==> config.mk <==
export PLATFORM = sky130hd
export DESIGN_NAME = uart_rx
export DESIGN_NICKNAME = d
export VERILOG_FILES = /design/src/rtl/uart_rx.sv
export SDC_FILE = /design/constraint.sdc
export NUM_CORES = 1
export LEC_CHECK = 0
export ABC_AREA = 1
export BUFFER_PORTS_ARGS = -buffer_cell sky130_fd_sc_hd__clkbuf_2
export CORE_UTILIZATION = 59
export DETAILED_ROUTE_END_ITERATION = 16
export HOLD_SLACK_MARGIN = 0.03
export PLACE_DENSITY_LB_ADDON = 0.25
export SYNTH_ARGS = -nofsm -noshare
export SYNTH_HDL_FRONTEND = slang
export SYNTH_SLANG_ARGS = --single-unit
==> constraint.sdc <==
create_clock -name clk -period 2 [get_ports clk]
set_input_delay 0.1 -clock clk [delete_from_list [all_inputs] [get_ports clk]]
set_output_delay 0.1 -clock clk [all_outputs]
set_load 0.01 [all_outputs]
==> src/rtl/uart_rx.sv <==
// uart_rx
// 8N1 UART receiver. The asynchronous rxd pin passes through a 2-flop
// synchronizer. The FSM then samples each bit at its centre. Each good byte
// lands in a 1-entry valid/ready holding register.
//
// Ports
//   clk        system clock, sole clock
//   rst        asynchronous, active-high reset
//   rxd        serial input, idle high, asynchronous to clk
//   rx_data    received byte, valid while rx_valid=1
//   rx_valid   holding register full
//   rx_ready   consumer accepts the byte when rx_valid & rx_ready at a clk edge
//   frame_err  1-cycle pulse: the stop bit was sampled as 0
//   overrun    1-cycle pulse: a good byte was dropped because the holding register was full
//   busy       1 whenever the FSM is not IDLE
//
// state | meaning
// ------+--------------------------------------------------------------
// IDLE  | line idle, waiting for a falling edge on rxs
// START | counting to the middle of the start bit to reject glitches
// DATA  | sampling 8 data bits, LSB first, one per CLKDIV cycles
// STOP  | sampling the stop bit; a 1 delivers the byte, a 0 is a framing error
// BRK   | after a framing error, waiting for the line to return high
module uart_rx #(
  parameter int CLKDIV = 938
) (
  input  logic       clk,
  input  logic       rst,
  input  logic       rxd,
  input  logic       rx_ready,
  output logic [7:0] rx_data,
  output logic       rx_valid,
  output logic       frame_err,
  output logic       overrun,
  output logic       busy
);

  localparam int CW = $clog2(CLKDIV);
  localparam logic [CW-1:0] HALF_TC = CW'(CLKDIV / 2 - 1);
  localparam logic [CW-1:0] FULL_TC = CW'(CLKDIV - 1);

  typedef enum logic [2:0] {
    IDLE  = 3'd0,
    START = 3'd1,
    DATA  = 3'd2,
    STOP  = 3'd3,
    BRK   = 3'd4
  } state_t;

  state_t        state, state_nxt;
  logic [CW-1:0] cnt, cnt_nxt;
  logic [2:0]    idx, idx_nxt;
  logic [7:0]    shreg, shreg_nxt;
  logic          sync1, rxs;
  logic          good_frame, bad_frame;

  // The synchronizer resets to the idle line level, so a reset release is never
  // mistaken for a start bit.
  always_ff @(posedge clk or posedge rst) begin
    if (rst) begin
      sync1 <= 1'b1;
      rxs   <= 1'b1;
    end else begin
      sync1 <= rxd;
      rxs   <= sync1;
    end
  end

  always_ff @(posedge clk or posedge rst) begin
    if (rst) begin
      state <= IDLE;
      cnt   <= '0;
      idx   <= '0;
      shreg <= '0;
    end else begin
      state <= state_nxt;
      cnt   <= cnt_nxt;
      idx   <= idx_nxt;
      shreg <= shreg_nxt;
    end
  end

  always_comb begin
    state_nxt  = state;
    cnt_nxt    = cnt;
    idx_nxt    = idx;
    shreg_nxt  = shreg;
    good_frame = 1'b0;
    bad_frame  = 1'b0;

    case (state)
      IDLE: begin
        if (!rxs) begin
          state_nxt = START;
          cnt_nxt   = '0;
        end
      end

      START: begin
        if (cnt == HALF_TC) begin
          cnt_nxt = '0;
          if (rxs) begin
            // The line went back high before mid-bit: treat it as a glitch.
            state_nxt = IDLE;
          end else begin
            idx_nxt   = '0;
            state_nxt = DATA;
          end
        end else begin
          cnt_nxt = cnt + CW'(1);
        end
      end

      DATA: begin
        if (cnt == FULL_TC) begin
          cnt_nxt        = '0;
          shreg_nxt[idx] = rxs;
          idx_nxt        = idx + 3'd1;
          if (idx == 3'd7) state_nxt = STOP;
        end else begin
          cnt_nxt = cnt + CW'(1);
        end
      end

      STOP: begin
        if (cnt == FULL_TC) begin
          cnt_nxt = '0;
          if (rxs) begin
            good_frame = 1'b1;
            state_nxt  = IDLE;
          end else begin
            bad_frame  = 1'b1;
            state_nxt  = BRK;
          end
        end else begin
          cnt_nxt = cnt + CW'(1);
        end
      end

      BRK: begin
        if (rxs) state_nxt = IDLE;
      end

      default: begin
        state_nxt = IDLE;
        cnt_nxt   = '0;
      end
    endcase
  end

  // A consumer accepting in the same cycle as a new byte frees the slot. That
  // byte then replaces the old one instead of being counted as an overrun.
  always_ff @(posedge clk or posedge rst) begin
    if (rst) begin
      rx_data   <= '0;
      rx_valid  <= 1'b0;
      frame_err <= 1'b0;
      overrun   <= 1'b0;
    end else begin
      frame_err <= bad_frame;
      overrun   <= 1'b0;
      if (good_frame) begin
        if (!rx_valid || rx_ready) begin
          rx_data  <= shreg;
          rx_valid <= 1'b1;
        end else begin
          overrun  <= 1'b1;
        end
      end else if (rx_valid && rx_ready) begin
        rx_valid <= 1'b0;
      end
    end
  end

  assign busy = (state != IDLE);

endmodule

Word-level counts from Yosys, hierarchy flattened
Index checks and enable logic that the tools add are counted.

Word-level logic and storage cells: 76. Input bits: 4. Register bits: 37.

Add/subtract/negate cells: 2. Muxes and demuxes: 31. Equal/unequal tests: 15. $lt $le $gt $ge: 2. Bitwise gates (word level): 1. Reductions and logical operators: 15.

Operators with widths (count): one-hot mux 10 bit (4 select lines) (1); 2-to-1 mux 10 bit (3); 2-to-1 mux 3 bit (10); one-hot mux 3 bit (5 select lines) (1); != test 2 bit, second input constant (7); 2-to-1 mux 1 bit (12); adder 10 x 1 -> 10 bit, second input constant (1); equality test 10 bit, second input constant (1); equality test 10 x 9 -> 1 bit, second input constant (1); bitwise mux 8 bit (1); AND reduction 2 bit (4); equality test 3 x 2 -> 1 bit, second input constant (2); equality test 3 bit, second input constant (2); one-hot mux 3 bit (2 select lines) (1); AND reduction 6 bit (1); < comparator 3 x 4 -> 1 bit, second input constant (1); AND reduction 4 bit (1); nonzero test 2 bit (2); adder 3 x 1 -> 3 bit, second input constant (1); demux 1 bit (select 3 bit) (1); equality test 3 x 1 -> 1 bit, second input constant (1); >= comparator 3 x 1 -> 1 bit, second input constant (1); zero test 3 bit (1); nonzero test 3 bit (1); 7 further kinds (8).

Longest topological paths before layout
Gate-level depths: netlist of run 1.

Word-level depth: 5. Mapped depth: 10. Mapped depth without buffers: 9.

Worst setup path before layout of run 1
Ideal clock, no wire load.

Path kind: reg2reg. Start: reg cnt[1]. End: reg rx_data[6]. Setup slack: 0.534 ns. Arrival: 1.348 ns. Data required time: 1.882 ns. Period minus slack after synthesis: 1.466 ns. Cell stages (with the launch flop): 11. Library setup time: 0.118 ns. Path through: dfrtp_1 -> inv_1 -> ha_1 -> inv_1 -> nor2_1 -> nand3_2 -> nor2_4 -> nand3_4 -> buf_6 -> nand2_1 -> o21ai_2.

Cells in the longest elaborated chain, start to end: 4.

RTL lines: start: declaration (RTL line 51) `logic [CW-1:0] cnt, cnt_nxt;`; start signal: assignment (RTL line 77) `cnt <= cnt_nxt;`; equality test 10 bit (RTL line 126) `if (cnt == FULL_TC) begin`; 2-to-1 mux 1 bit (RTL line 126); 2-to-1 mux 1 bit (RTL line 91) `case (state)`; AND reduction 2 bit (no source line); end signal: assignment (RTL line 164) `rx_data <= shreg;`; end: declaration (RTL line 31) `output logic [7:0] rx_data,`.

Every way passes these cells. A chain may end at the register's enable or synchronous reset.

Worst setup path in the final report of run 1
Start: reg cnt[1]. End: reg rx_data[3].

Same word-level chain as after synthesis.

==> results of run 1 <==
-- critical path: stages, from the launching register on --
cell,delay (ps)
dfrtp_1,410
inv_1,100
ha_1,190
inv_1,50
nor2_1,110
nand3_2,130
nor2_4,130
nand3_4,200
nand2_1,160
o21ai_2,60
-- worst min path at each step --
stage              from  endpoint  slack (ps)  cells after the start
2_1_floorplan       rxd     sync1         100                      0
3_3_place_gp        rxd     sync1         190                      1
3_5_place_dp        rxd     sync1         190                      1
4_1_cts        rx_ready   overrun          70                      4
5_1_grt        rx_ready   overrun         110                      4
6_report       rx_ready   overrun          70                      4
-- metal layers --
metal	global-route usage (%)	part of all wire [%]
met5	0	0
met4	5.84	0.98
met3	5.97	4.3
met2	37.0	45
met1	32.5	50
-- power breakdown --
| group | internal, W | leakage (nW) | total (W) | switching, W |
|---|---|---|---|---|
| clock | 0.000265 | 0.0414 | 0.000529 | 0.000265 |
| combinational | 0.00000683 | 0.553 | 0.0000256 | 0.0000188 |
| sequential | 0.000752 | 0.495 | 0.000754 | 0.00000227 |
-- Yosys cell counts --
cell type	number	share of area, %
inv_2	5	0.92
o21ai_2	9	3.9
nor4_1	1	0.31
o21ai_0	10	2.5
ha_1	5	3.1
o21a_1	1	0.37
nand4_1	11	3.4
o21ai_1	1	0.25
nor2_2	7	2.2
xor2_1	2	0.86
buf_2	3	0.74
or2_1	1	0.31
nand2_1	76	14
o21bai_1	2	0.74
nor2_4	1	0.55
nor2_1	32	5.9
nand3_2	2	0.98
nand3b_1	2	0.74
buf_4	1	0.37
buf_6	1	0.55
dfstp_2	2	2.6
nand3_4	1	0.86
inv_1	31	5.7
nand2_2	2	0.61
dfrtp_1	35	43
nand3_1	19	4.7
-- state kept, by name, summed over array words and instances (netlist names) --
| name | cells |
|---|---|
| rx_data | 8 |
| frame_err | 1 |
| rxs | 1 |
| cnt | 10 |
| overrun | 1 |
| idx | 3 |
| rx_valid | 1 |
| state | 3 |
| shreg | 8 |
| sync1 | 1 |
-- cell usage in the layout, fill, tap and decap left out, types with 5 or more instances in the layout --
cell / synthesis / final
o21ai_0: 10 / 10
ha_1: 5 / 5
clkbuf_4: 0 / 5
inv_2: 5 / 5
dfrtp_1: 35 / 35
o21ai_2: 9 / 9
nand4_1: 11 / 11
nand2_1: 76 / 76
inv_1: 31 / 31
nor2_1: 32 / 32
nor2_2: 7 / 7
nand3_1: 19 / 19
clkbuf_2: 0 / 15
-- kinds of logic after synthesis --
group / count (synthesis) / share of synthesized area, %
adders and majority gates: 5 / 3.07
DFF: 37 / 45.6
AOI/OAI and AO/OA: 23 / 7.68
and+or+nand+nor: 155 / 34.5
xor gates and xnor gates: 2 / 0.861
buffers and inverters: 41 / 8.30
-- stage by stage --
step	setup WS [ps]	power [W]	cells	hold slack, ps	util [%]
finish	376	0.00131	329	72.7	71.4
global placement	435	0.000792	319	188	68.1
detailed placement	399	0.000792	319	189	68.1
CTS	365	0.00132	329	73.8	71.4
floorplan	534	0.000783	263	104	-
global route	212	0.00135	329	115	71.4
-- layout make-up --
cell class,count,area [um2]
clock inverters,3,46.3
flip-flops and latches,37,928
inverters,36,135
well taps,44,55.1
multi-input cells,185,938
clock buffers,5,37.5
repair buffers,19,110
fillers,278,902
==> results.cfg, run 1 <==
[drt]
wl_per_cell_um = 11.2
vias = 1661
viasPerCell = 5.05
post-route-drc-count = 0
firstDrtPassIters = 5
routed_wl_um = 3690
drt_iter0_markers = 93
drtAntennaViolNets = 0

[worst_setup_path]
worstSetupEndpoint = rx_data[3]
crit_arrival_ps = 1880
cp.required_ps = 2250
reg2reg_from = cnt[1]
end_kind = flop
r2r_end = rx_data[3]
ff2ff_setup_slack_ps = 380
worstRegToRegCells = 9
path_class = reg -> reg
cp-startpoint = cnt[1]
critPathLaunchType = flop
path_max_fanout = 16

[synthesis]
ys_ff_latch = 37
yosys_warnings = 0
syn_nets = 272
synthesis.area_mm2 = 0.00204
avgSynthCellArea_um2 = 7.74
netlist_instances = 263
synth_cell_type_count = 26
ys_seq_area_share_pct = 45.6

[layout]
layout-drive-gt1-share_pct = 18.9
final_cell_area_mm2 = 0.00225
n_antenna_cell = 0
area_growth_pct = 10.6
finalNetCount = 293

[global_route]
grt_pass1_vias = 1518
antenna_found_initial = 0
grt_overflow = 0
grt_usage_pct = 23.5
grt_pass1_wl_um = 6370
grt_max_degree = 38

[timing]
finClkSkew_ps = 8.26
rsz0062_at_grt = no
post-route-period-util_pct = 81.2
max_freq_mhz = 616
setup_violations = 0
worstMarginPinSlew_ps = 443
report.final.slew_viol_count = 0
hold_viol_final = 0
setup_tns_ps = 0
fin_crit_ps = 1620
max_slew_margin_pct = 70.5

[clocking]
cts_resized = 0
clock_sinks = 37
cts_root_buffer = clkbuf_4
cts_tree = built
postCtsSetupRepairBufs = 0
cts.clk_slew.worst_paths_ps = 120
htree_levels = 2
cts-buffers-inserted = 5
clock_path_buffers = 2
holdBufCountCts = 2
clock_latency_ps = 350

[power_and_ir_drop]
peakVddDrop_v = 0.000415
p_leak_nw = 1.09
powerDensity_mw_per_mm2 = 581

[flow_run]
cap_viol_max_count = 0

[die]
dieWidth_um = 60.7
ioPinCount = 16
core-area_mm2 = 0.00315
rows = 20
die_h_um = 60.7
initial_core_util_pct = 64.6
dieArea_mm2 = 0.00369

[placed_design]
place_area_mm2 = 0.00215
port_buffers = 15
dp_hpwl_um = 2710
place_congestion = 0.929

[worst_hold_path]
holdCritPathClass = in -> reg

[status]
status = complete, no violations
Power figures use the tool's default switching activity.
==> run 2, diff against run 1 <==
ABC_AREA = 0   (was 1)
CORE_UTILIZATION = 53   (was 59)
clock period = 1.3 ns   (was 2 ns; I/O delays follow)
==> run 2 against run 1 <==
- the flow now finishes with violations (negative setup slack)
- fmax fell by 21%
- clock power rose by 72%
- clock skew rose by 1.8 ps
- final cell count fell by 13%
- via count rose by 4.8%
- flip-flop and latch count did not move
- final area rose by 26%
- register-to-register slack got worse by 1100 ps
- combinational power rose by 130%
- count of clock-buffer cells in the layout rose by 1
- hold slack got worse by 14 ps
- utilization rose by 13 points
- critical path type unchanged
- largest power group unchanged
==> results.cfg, run 2 <==
[global_route]
grt_max_degree = 38
grt_pass1_wl_um = 7880
grt_overflow = 0
grt_usage_pct = 29.8
antenna_found_initial = 0
grt_pass1_vias = 1594

[worst_setup_path]
crit_arrival_ps = 2320
path_max_fanout = 8
path_class = reg -> reg
worstRegToRegCells = 7
end_kind = flop
critPathLaunchType = flop
cp.required_ps = 1580

[placed_design]
port_buffers = 15
place_congestion = 0.937
dp_hpwl_um = 3120
place_area_mm2 = 0.00237
dp_worst_setup_slack_ps = -699

[synthesis]
netlist_instances = 168
yosysMostFrequentCell = dfrtp_1
yosys.area.top_type = dfrtp_1
synth-edff-count = 0
synth_top_area_share_pct = 46.4
yosys_warnings = 0
synth_ff_type = dfrtp_1
yosys-top-cells-area = dfrtp_1, mux2_4, mux2_2
netlist_top_cells_count = dfrtp_1, nand2_1, mux2_2, mux2_4
ys_seq_area_share_pct = 49.1
syn_nets = 177
synthesis.area_mm2 = 0.00189
ys_ff_latch = 37
synth_cell_type_count = 48
synthArstFlopShare_pct = 100
avgSynthCellArea_um2 = 11.2

[power_and_ir_drop]
combinationalPowerShare_pct = 2.8
p_sw_w = 0.000493
powerDensity_mw_per_mm2 = 751
peakVddDrop_v = 0.000718
p_clk_share_pct = 42.7
p_int_w = 0.00163
p_leak_nw = 1.28
p_total_w = 0.00213
swShare_pct = 23.2
seq_power_share_pct = 54.5

[layout]
final_cell_mix = buf_4, dfrtp_1, buf_6, nand2_1, clkbuf_2
final_common_cell = buf_4
final_core_util_pct = 84.2
layout-drive-gt1-share_pct = 56.5
final_cell_area_mm2 = 0.00283
top_regs = cnt: 10 flops, rx_data: 8 flops, shreg: 8 flops
finalNetCount = 247
n_antenna_cell = 0
largest_reg_flops = 10
fillers = 185
seqCellArea_um2 = 930
multiInputGateArea_mm2 = 0.00117
top_register = cnt
area_growth_pct = 49.8

[die]
initial_core_util_pct = 56.2
die_h_um = 61.7
rows = 21
dieWidth_um = 61.7
core-area_mm2 = 0.00336
ioPinCount = 16
dieArea_mm2 = 0.00381

[clocking]
cts-buffers-inserted = 5
clock_sinks = 37
cts_tree = built
clock_latency_ps = 380
clock_path_buffers = 2
cts_root_buffer = clkbuf_4
cts.clk_slew.worst_paths_ps = 120
htree_levels = 2

[drt]
vias = 1741
wl_per_cell_um = 20.2
firstDrtPassIters = 4
drt_iter0_markers = 131
routed_wl_um = 5760
post-route-drc-count = 0
drtAntennaViolNets = 0
viasPerCell = 6.11

[flow_run]
cap_viol_max_count = 0

[timing]
max_slew_margin_pct = 67.9
rsz0062_at_grt = yes
post-route-period-util_pct = 157
report.final.slew_viol_count = 0
setup_slack_ps = -744
worstMarginPinSlew_ps = 482
setup_violations = 36
max_freq_mhz = 489
hold_viol_final = 0
finClkSkew_ps = 10.0
fin_crit_ps = 2040

[worst_hold_path]
hold_depth = 3
holdCritPathClass = in -> reg

[status]
violations = negative setup slack
status = finished, violations left
## run 2: cell count changes after synthesis, sizes merged, moves of 5 or more
cell,before,now
a21oi,0,7
clkbuf,0,5
inv,36,6
mux2,0,17
nand2,78,15
nand3,22,4
nand4,11,1
nor2,40,6
o21ai,20,7
## run 2: logic make-up (layout without fill, tap and decap cells)
| kind of cell | after synthesis | count (layout) | synth area share (%) |
|---|---|---|---|
| simple gates | 58 | 58 | 18.5 |
| flops | 37 | 37 | 49.1 |
| compound gates | 35 | 36 | 13.1 |
| mux | 17 | 17 | 11.7 |
| buf+inv | 14 | 84 | 3.31 |
| fa+ha+maj | 5 | 5 | 3.31 |
| xor+xnor | 2 | 2 | 0.927 |
## run 2: layer usage
layer,routed length [um],global-route usage [%]
met4,225,14.6
met5,0,0
met3,328,6.63
met1,2330,39.4
met2,2880,46.4
## run 2: area by class of cell
cell class	count	area share, %
clock inverters	2	1.33
clock buffers	6	1.81
inverters	6	0.796
well taps	46	2.03
flip-flops and latches	37	32.8
repair buffers	70	19.8
multi-input cells	118	41.3
## run 2: path summary, 6_finish.rpt
check	from	end	slack (ps)
worst min register to register	sync1	rxs	370
min in group asynchronous	rst	cnt[7]	300
worst max-delay path	cnt[1]	rx_data[4]	-740
worst min-delay path	rx_ready	rx_valid	60
worst max register to register	cnt[1]	rx_data[4]	-740
max in group asynchronous	rst	sync1	630
## run 2: critical path: stages, from the launching register on
cell	delay [ps]
dfrtp_1	420
inv_2	90
ha_4	120
nand3b_1	110
or3_4	360
or3b_1	380
buf_6	170
mux2_4	300
## run 2: through the flow
stage | TNS, ps | instances | hold WS (ps)
after floorplan | -12550 | 168 | 69.5
after global placement | -15590 | 261 | 155
after detailed placement | -17220 | 261 | 154
after CTS | -17510 | 280 | 31.4
after global routing | -22570 | 285 | 38.9
final | -21280 | 285 | 58.4
## run 2: repair_timing
item	4_1_cts	5_1_grt
gates cloned	1	0
hold buffers	3	0
resized for setup	37	18
setup buffers	7	6
pin swaps	8	8
setup endpoints to repair	36	36
hold endpoints to repair	37	0
## run 2: power by group through the flow
stage,clock (W),combinational (W),sequential [W]
floorplan,0,0.0000332,0.00118
global placement,0,0.0000498,0.00118
detailed placement,0,0.0000522,0.00118
CTS,0.000879,0.0000584,0.00116
global route,0.000963,0.0000641,0.00116
finish,0.000909,0.0000585,0.00116
==> run 3, diff against run 2 <==
BUFFER_PORTS_ARGS = default   (was -buffer_cell sky130_fd_sc_hd__clkbuf_2)
CORE_UTILIZATION = 56   (was 53)
DONT_BUFFER_PORTS = 1   (was default)
GPL_ROUTABILITY_DRIVEN = 0   (was default)
==> run 3 against run 2 <==
- the flow still finishes with violations (negative setup slack)
- hold slack better by 15 ps
- sequential share of layout area is 1.4 points higher
- critical path depth decreased by 1
- die area decreased by 5.2%
- largest power group unchanged
==> results.cfg, run 3 (synthesis gave the netlist of run 2 again) <==
[status]
status = finished, violations left
violations = negative setup slack

[die]
ioPinCount = 16
initial_core_util_pct = 60.4
rows = 20
dieWidth_um = 60.1
die_h_um = 60.1
core-area_mm2 = 0.00313
dieArea_mm2 = 0.00361

[drt]
wl_per_cell_um = 24.6
drt_iter0_markers = 221
drtAntennaViolNets = 0
vias = 1840
firstDrtPassIters = 5
routed_wl_um = 6610
post-route-drc-count = 0
viasPerCell = 6.84

[flow_run]
cap_viol_max_count = 0

[clocking]
clock_latency_ps = 360
clock_sinks = 37
cts_tree = built
cts_root_buffer = clkbuf_4
htree_levels = 2
cts-buffers-inserted = 5
cts.clk_slew.worst_paths_ps = 120
clock_path_buffers = 2

[worst_setup_path]
crit_chain = inv_2, ha_4, nand3b_1, or3_4, or3b_4, mux2_4
crit_arrival_ps = 2270
critPathLaunchType = flop
end_kind = flop
crit_slowest_cell = or3b_4
path_max_fanout = 8
slowest_delay_ps = 490
path_class = reg -> reg
r2r_end = rx_data[6]
cp-startpoint = cnt[1]
worstSetupEndpoint = rx_data[6]
worstRegToRegCells = 6
cp.required_ps = 1550
ff2ff_setup_slack_ps = -720
reg2reg_from = cnt[1]

[timing]
setup_slack_ps = -724
setup_tns_ps = -19430
max_slew_margin_pct = 67.8
post-route-period-util_pct = 156
worstMarginPinSlew_ps = 483
max_freq_mhz = 494
finClkSkew_ps = 11.9
setup_violations = 36
fin_crit_ps = 2020
report.final.slew_viol_count = 0
rsz0062_at_grt = yes
hold_viol_final = 0

[global_route]
grt_max_degree = 38
grt_overflow = 0
grt_usage_pct = 37.7
antenna_found_initial = 0
grt_pass1_vias = 1859
grt_pass1_wl_um = 9490

[layout]
final_common_cell = buf_4
top_register = cnt
top_regs = cnt: 10 flops, rx_data: 8 flops, shreg: 8 flops
area_growth_pct = 43.6
n_antenna_cell = 0
layout-drive-gt1-share_pct = 53.3
final_cell_mix = buf_4, dfrtp_1, nand2_1, mux2_4, buf_6
finalNetCount = 233
largest_reg_flops = 10
fillers = 133
final_cells = 269

[power_and_ir_drop]
peakVddDrop_v = 0.000676
powerDensity_mw_per_mm2 = 699
p_clk_share_pct = 35.9
p_leak_nw = 1.21
seq_power_share_pct = 61.1
combinationalPowerShare_pct = 3.0
p_int_w = 0.00144
p_total_w = 0.00190
swShare_pct = 24.1
p_sw_w = 0.000457

[placed_design]
port_buffers = 0
dp_hpwl_um = 3090
dp.cells = 247

[worst_hold_path]
holdCritPathClass = in -> reg
run 3: final cells by class:
type	count	area (um2)	share of cell area [%]
clock buffer	8	58.8	2.17
timing repair buffer	56	479	17.7
inverter	6	22.5	0.830
sequential	37	930	34.3
tap	44	55.1	2.03
multi-input combinational	118	1170	43.1
run 3: power groups by stage:
stage / Clock (W) / Sequential (W) / Combinational (W)
finish: 0.000681 / 0.00116 / 0.0000574
global route: 0.000722 / 0.00116 / 0.0000630
CTS: 0.000660 / 0.00116 / 0.0000553
detailed placement: 0 / 0.00118 / 0.0000456
global placement: 0 / 0.00118 / 0.0000436
floorplan: 0 / 0.00118 / 0.0000332
run 3: metal layers:
layer  up-vias  routed length (um)  track usage (%)
met5         -                   0                0
li1        731                   -                -
met2       164                3120             59.5
met1       889                2520             46.6
met3        56                 612             12.3
met4         0                 357             17.3
run 3: worst min-delay path by stage:
| stage | start | to | slack (ps) | cells past startpoint |
|---|---|---|---|---|
| floorplan | rxd | sync1 | 70 | 0 |
| finish | rx_ready | overrun | 70 | 3 |
| CTS | rx_ready | overrun | 30 | 3 |
| detailed placement | rxd | sync1 | 70 | 0 |
| global placement | rxd | sync1 | 70 | 0 |
| global route | rx_ready | overrun | 100 | 3 |
run 3: per-stage QoR:
stage               instance area [um2]  worst slack (ps)  hold slack, ps  utilization (%)
finish                             2710              -724            73.6             86.8
global route                       2710              -767            95.2             86.8
CTS                                2670              -699            31.4             85.5
detailed placement                 2320              -699            69.6             74.1
global placement                   2320              -655            69.6             74.1
floorplan                          2010              -691            69.5                -
run 3: timing repair:
item                                    4_1_cts  5_1_grt
resized for setup                            40        9
setup buffers                                12        4
cloned                                        1        0
hold endpoints to repair                     36        0
pin swaps                                    15        6
endpoints found under the setup margin       36       36
hold buffers                                  2        0
run 3: critical path: cells and delay by family (launching register included):
kind	cells	cell delay [ps]
buffers and inverters	1	80
multiplexers	1	340
flip-flops	1	420
adder cells (fa/ha/maj)	1	120
AND/OR/NAND/NOR	3	950
